File: config.mk
export PLATFORM = sky130hd
export DESIGN_NAME = matrix_add_seq
export DESIGN_NICKNAME = d
export VERILOG_FILES = /design/src/rtl/matrix_add_seq_pkg.sv /design/src/rtl/matrix_add_seq_add_unit.sv /design/src/rtl/matrix_add_seq.sv
export SDC_FILE = /design/constraint.sdc
export NUM_CORES = 1
export LEC_CHECK = 0
export CAP_MARGIN = 20
export CORE_MARGIN = 5
export CORE_UTILIZATION = 40
export DETAILED_ROUTE_END_ITERATION = 8
export SLEW_MARGIN = 30
export SYNTH_ARGS = -nofsm -noshare
export SYNTH_HDL_FRONTEND = slang
export SYNTH_SLANG_ARGS = --single-unit
File: constraint.sdc
create_clock -name clk -period 14.01 [get_ports clk]
set_clock_uncertainty 0.2 [all_clocks]
set_input_delay 2.802 -clock clk [delete_from_list [all_inputs] [get_ports clk]]
set_output_delay 2.802 -clock clk [all_outputs]
set_load 0.005 [all_outputs]
File: src/rtl/matrix_add_seq_pkg.sv
// Shared constants for the matrix add sequencer: element width, maximum
// matrix dimension, derived bus widths and the FSM state encoding.
package matrix_add_seq_pkg;
  localparam int ELEM_W   = 8;
  localparam int MAX_DIM  = 5;
  localparam int MAT_BITS = MAX_DIM * MAX_DIM * ELEM_W;  // 200
  localparam int BUS_W    = 2 * MAT_BITS;                // 400

  localparam logic [2:0] S_IDLE    = 3'd0;
  localparam logic [2:0] S_LOAD_A  = 3'd1;
  localparam logic [2:0] S_LOAD_B  = 3'd2;
  localparam logic [2:0] S_COMPUTE = 3'd3;
  localparam logic [2:0] S_DRAIN   = 3'd4;
endpackage

File: src/rtl/matrix_add_seq_add_unit.sv
// AddUnit: element-wise sum of two MAX_DIM x MAX_DIM matrices packed on one bus.
//   matrices_in  : A in the low MAT bits, B in the high MAT bits, row-major
//   m, n         : active dimensions; valid is low when either is out of 1..MAX_DIM
//   matrices_out : A+B per element, wrapping at ELEM_W bits
//   valid        : dimensions are legal
module add_unit #(
  parameter int ELEM_W  = 8,
  parameter int MAX_DIM = 5
) (
  input  logic [2*MAX_DIM*MAX_DIM*ELEM_W-1:0] matrices_in,
  input  logic [2:0]                          m,
  input  logic [2:0]                          n,
  output logic [MAX_DIM*MAX_DIM*ELEM_W-1:0]   matrices_out,
  output logic                                valid
);
  localparam int         MAT     = MAX_DIM * MAX_DIM * ELEM_W;
  localparam logic [2:0] DIM_MAX = 3'(MAX_DIM);

  // Inactive slots hold zero in both operands, so summing every slot is harmless.
  for (genvar i = 0; i < MAX_DIM * MAX_DIM; i++) begin : g_elem
    assign matrices_out[i*ELEM_W +: ELEM_W] =
      matrices_in[i*ELEM_W +: ELEM_W] + matrices_in[MAT + i*ELEM_W +: ELEM_W];
  end

  assign valid = (m != 3'd0) && (m <= DIM_MAX) && (n != 3'd0) && (n <= DIM_MAX);
endmodule

File: src/rtl/matrix_add_seq.sv
// matrix_add_seq: accepts an m x n dimension config, streams in A then B
// (row-major), adds them in AddUnit and streams the result out row-major.
//   clk, reset (async, active low), abort (sync, back to IDLE)
//   cfg_valid/cfg_ready, cfg_m, cfg_n : dimension handshake
//   in_valid/in_ready, in_data        : operand element stream
//   out_valid/out_ready, out_data, out_last : result element stream
//   busy : not IDLE;  err : one-cycle pulse on bad config or invalid sum
module matrix_add_seq
  import matrix_add_seq_pkg::*;
#(
  parameter int ELEM_W  = matrix_add_seq_pkg::ELEM_W,
  parameter int MAX_DIM = matrix_add_seq_pkg::MAX_DIM
) (
  input  logic              clk,
  input  logic              reset,
  input  logic              abort,
  input  logic              cfg_valid,
  output logic              cfg_ready,
  input  logic [2:0]        cfg_m,
  input  logic [2:0]        cfg_n,
  input  logic              in_valid,
  output logic              in_ready,
  input  logic [ELEM_W-1:0] in_data,
  output logic              out_valid,
  input  logic              out_ready,
  output logic [ELEM_W-1:0] out_data,
  output logic              out_last,
  output logic              busy,
  output logic              err
);
  localparam int         MAT     = MAX_DIM * MAX_DIM * ELEM_W;
  localparam int         BUS     = 2 * MAT;
  localparam int         WR_W    = $clog2(BUS);
  localparam int         RD_W    = $clog2(MAT);
  localparam logic [2:0] DIM_MAX = 3'(MAX_DIM);

  logic [2:0]     state;
  logic [2:0]     r, c, m, n;
  logic [BUS-1:0] opbuf;
  logic [MAT-1:0] res;
  logic [MAT-1:0] sum;
  logic           sum_valid;
  logic           err_q;

  logic            cfg_ok, last_rc;
  logic [WR_W-1:0] wr_off;
  logic [RD_W-1:0] rd_off;

  assign cfg_ok  = (cfg_m != 3'd0) && (cfg_m <= DIM_MAX) &&
                   (cfg_n != 3'd0) && (cfg_n <= DIM_MAX);
  assign last_rc = (r == m - 3'd1) && (c == n - 3'd1);
  // Slots are laid out on a fixed MAX_DIM stride regardless of n.
  assign wr_off  = WR_W'(((state == S_LOAD_B) ? MAT : 0) +
                         (int'(r) * MAX_DIM + int'(c)) * ELEM_W);
  assign rd_off  = RD_W'((int'(r) * MAX_DIM + int'(c)) * ELEM_W);

  add_unit #(.ELEM_W(ELEM_W), .MAX_DIM(MAX_DIM)) u_add (
    .matrices_in  (opbuf),
    .m            (m),
    .n            (n),
    .matrices_out (sum),
    .valid        (sum_valid)
  );

  always_ff @(posedge clk or negedge reset) begin
    if (!reset) begin
      state <= S_IDLE;
      r     <= '0;
      c     <= '0;
      m     <= '0;
      n     <= '0;
      opbuf <= '0;
      res   <= '0;
      err_q <= 1'b0;
    end else begin
      err_q <= 1'b0;
      if (abort) begin
        state <= S_IDLE;
      end else begin
        case (state)
          S_IDLE: if (cfg_valid) begin
            if (cfg_ok) begin
              m     <= cfg_m;
              n     <= cfg_n;
              opbuf <= '0;  // unused slots must read as zero in AddUnit
              r     <= '0;
              c     <= '0;
              state <= S_LOAD_A;
            end else begin
              err_q <= 1'b1;
            end
          end
          S_LOAD_A, S_LOAD_B: if (in_valid) begin
            opbuf[wr_off +: ELEM_W] <= in_data;
            if (last_rc) begin
              r     <= '0;
              c     <= '0;
              state <= (state == S_LOAD_A) ? S_LOAD_B : S_COMPUTE;
            end else if (c == n - 3'd1) begin
              c <= '0;
              r <= r + 3'd1;
            end else begin
              c <= c + 3'd1;
            end
          end
          S_COMPUTE: begin
            res <= sum;
            if (sum_valid) begin
              r     <= '0;
              c     <= '0;
              state <= S_DRAIN;
            end else begin
              err_q <= 1'b1;
              state <= S_IDLE;
            end
          end
          S_DRAIN: if (out_ready) begin
            if (last_rc) begin
              state <= S_IDLE;
            end else if (c == n - 3'd1) begin
              c <= '0;
              r <= r + 3'd1;
            end else begin
              c <= c + 3'd1;
            end
          end
          default: state <= S_IDLE;
        endcase
      end
    end
  end

  // Outputs decode from state so reset and abort clear them without extra flops.
  assign cfg_ready = (state == S_IDLE);
  assign in_ready  = (state == S_LOAD_A) || (state == S_LOAD_B);
  assign out_valid = (state == S_DRAIN);
  assign out_data  = out_valid ? res[rd_off +: ELEM_W] : '0;
  assign out_last  = out_valid && last_rc;
  assign busy      = (state != S_IDLE);
  assign err       = err_q;
endmodule

==> out/qor.csv <==
metric;value;unit
hpwl;59.1;mm
die_h;301;µm
hp-start;res[46]$_DFFE_PN0P_;
fin_crit_sh;53.4;%
post_cts_resized;0;
fmax;134;MHz
syn_area;34000;µm²
maxSlewViolCount;0;
cts_buffers;69;
synthDistinctLibCells;82;
postCtsHoldBufs;0;
ys_ff_latch;616;
nNetsFinal;3485;
totalNegativeSetupSlack;0;ns
post_cts_buffers;0;
hold_end;res[46]$_DFFE_PN0P_;
max_cap_violations;0;
end_kind;output port;
rsz0062_at_grt;no;
routed_via_density;5.48;
ir_worst_vdd;222;µV
die_w;301;µm
clk_pin_slew_worst_paths;0.06;ns
status;finished clean;
drc;0;
synth.area.top_cells;dfrtp_1, mux2i_1, ha_1, nand2_1, o21ai_0;
vias;24279;
startpoint_type;flop;
cts_tree;done;
drive_above_1_share;9.65;%
avgSynthCellArea;10.4;µm²
fin_ws;6.53;ns
synth_common_cells;dfrtp_1, nand2_1, mux2i_1;
ys.flop_type;dfrtp_1;
pin_count;34;
hold_viol_final;0;
syn2layout_area_growth;11.5;%
worst_slew_pin_slew;1.06;ns
path_class;flop to output port;
critPathRequiredTime;11.01;ns
rr_worst_depth;12;
grt_usage;20.0;%
r2r-start;r[0]$_DFFE_PN0P_;
worst-r2r-setup-slack;8.52;ns
detailedPlace.worstSlack;6.59;ns
drt_first_pass_iters;5;
yosysMostFrequentCell;dfrtp_1;
cp_max_fo;18;
yosys.area.top_type;dfrtp_1;
p_per_area;148;nW/µm²
r2r_end;opbuf[279]$_DFFE_PN0P_;
io_buffers;33;
grt_overflow_total;0;
ant_nets;0;
num-fill-cells;7897;
drt-total-wl;90.0;mm
yosys_warnings;0;
grt_max_degree;190;
syn_nets;3522;
place_congestion;0.865;
setup_viol;0;
whs_path_depth;2;
syn_inst;3279;
coreArea;84000;µm²
grt_pass1_vias;24274;
htree_levels;3;
grt_first_pass_wirelength;144;mm
arrival;4.48;ns
clk_latency;0.62;ns
timing.hold.ws;0.273;ns
ff_latch_area;15400;µm²
wl_per_cell;20.3;µm
dieArea;90800;µm²
row_count;106;
initialDrtViolationCount;1783;
p_leak;18.2;nW
cts_buffer_depth;3;
placed_cells;4302;
min_path_type;flop to flop;
antenna_found_initial;1;
synth_top_area_share;45.4;%
ys_async_sr_fraction;100;%
multi_input_area;17300;µm²
slew_headroom;28.5;%
clock_sinks;616;
cts_root_buffer;clkbuf_16;
fin_crit;7.48;ns
finalNonFillerCells;4429;
initial_core_util;40.5;%
synth_edf_count;0;
n_antenna_cell;0;
finalPower;0.00561;W
yosysSeqAreaShare;45.4;%
==> worst max-delay path, cell delays in order, from the launching register on <==
cell and delay (ns):
dfrtp_1 0.47, ha_1 0.34, ha_1 0.31, fa_1 0.43, xor2_2 0.14, buf_4 0.31, nor4b_2 0.67, a21oi_1 0.22
a211oi_1 0.39, clkdlybuf4s50_1 0.57
==> layout make-up <==
class	count	share of cell area [%]
Inverter	166	1.65
Sequential cell	616	40.7
Timing Repair Buffer	73	1.93
Clock buffer	99	5.45
Clock inverter	25	0.826
Tap cell	1134	3.75
Multi-Input combinational cell	2316	45.7
==> power by group <==
part	internal, W	switching (W)
Clock	0.00114	0.000767
Sequential	0.00183	0.0000540
Combinational	0.000465	0.00135
Total	0.00343	0.00217
==> registers in the layout (all words and copies together), names as in the netlist <==
name,count
r,3
res,200
state,3
opbuf,400
m,3
err,1
c,3
n,3
==> per-stage QoR <==
step	util, %	cell area (µm²)
5_1_grt	45.1	37900
2_1_floorplan	-	34000
6_report	45.1	37900
4_1_cts	45.0	37800
3_5_place_dp	42.2	35400
3_3_place_gp	42.1	35400
==> cell families after synthesis <==
group / synth area share [%]
xor gates and xnor gates: 3.57
AOI/OAI and AO/OA: 12.6
muxes: 12.4
DFF: 45.4
and+or+nand+nor: 13.2
buffers and inverters: 3.96
adders and majority gates: 8.79
==> cell usage in the layout (no fill, tap or decap), types with 29 or more instances in the layout <==
cell type        instances
xor2_1                  79
xnor2_1                 31
clkbuf_16               73
mux4_2                  56
nor2_1                 110
dfrtp_1                616
mux2i_1                291
a21boi_0                49
buf_4                   32
nand3_1                 68
o31ai_1                 51
nor3_1                  36
inv_1                  164
a21oi_1                 70
nand2_1                586
o21ai_0                260
clkdlybuf4s50_1         32
o211ai_1                45
a21o_1                  29
ha_1                   195
==> how the worst max path moves through the flow <==
stage	start	endpoint	slack (ns)	cells past startpoint
2_1_floorplan	r[0]$_DFFE_PN0P_	out_data[0]	7.66	8
3_3_place_gp	cfg_m[2]	opbuf[263]$_DFFE_PN0P_	6.59	10
3_5_place_dp	cfg_m[2]	opbuf[255]$_DFFE_PN0P_	6.59	10
4_1_cts	r[0]$_DFFE_PN0P_	out_data[6]	6.46	9
5_1_grt	r[0]$_DFFE_PN0P_	out_data[6]	6.29	9
6_report	r[0]$_DFFE_PN0P_	out_data[5]	6.53	9
==> metal layers <==
| layer | up-vias | GRT usage (%) | routed length, µm |
|---|---|---|---|
| met1 | 12116 | 28.7 | 42000 |
| met2 | 551 | 32.1 | 41400 |
| li1 | 11510 | - | - |
| met3 | 102 | 3.51 | 5050 |
| met4 | 0 | 4.14 | 1560 |
| met5 | - | 0 | 0 |
(Power assumes the default switching activity.)
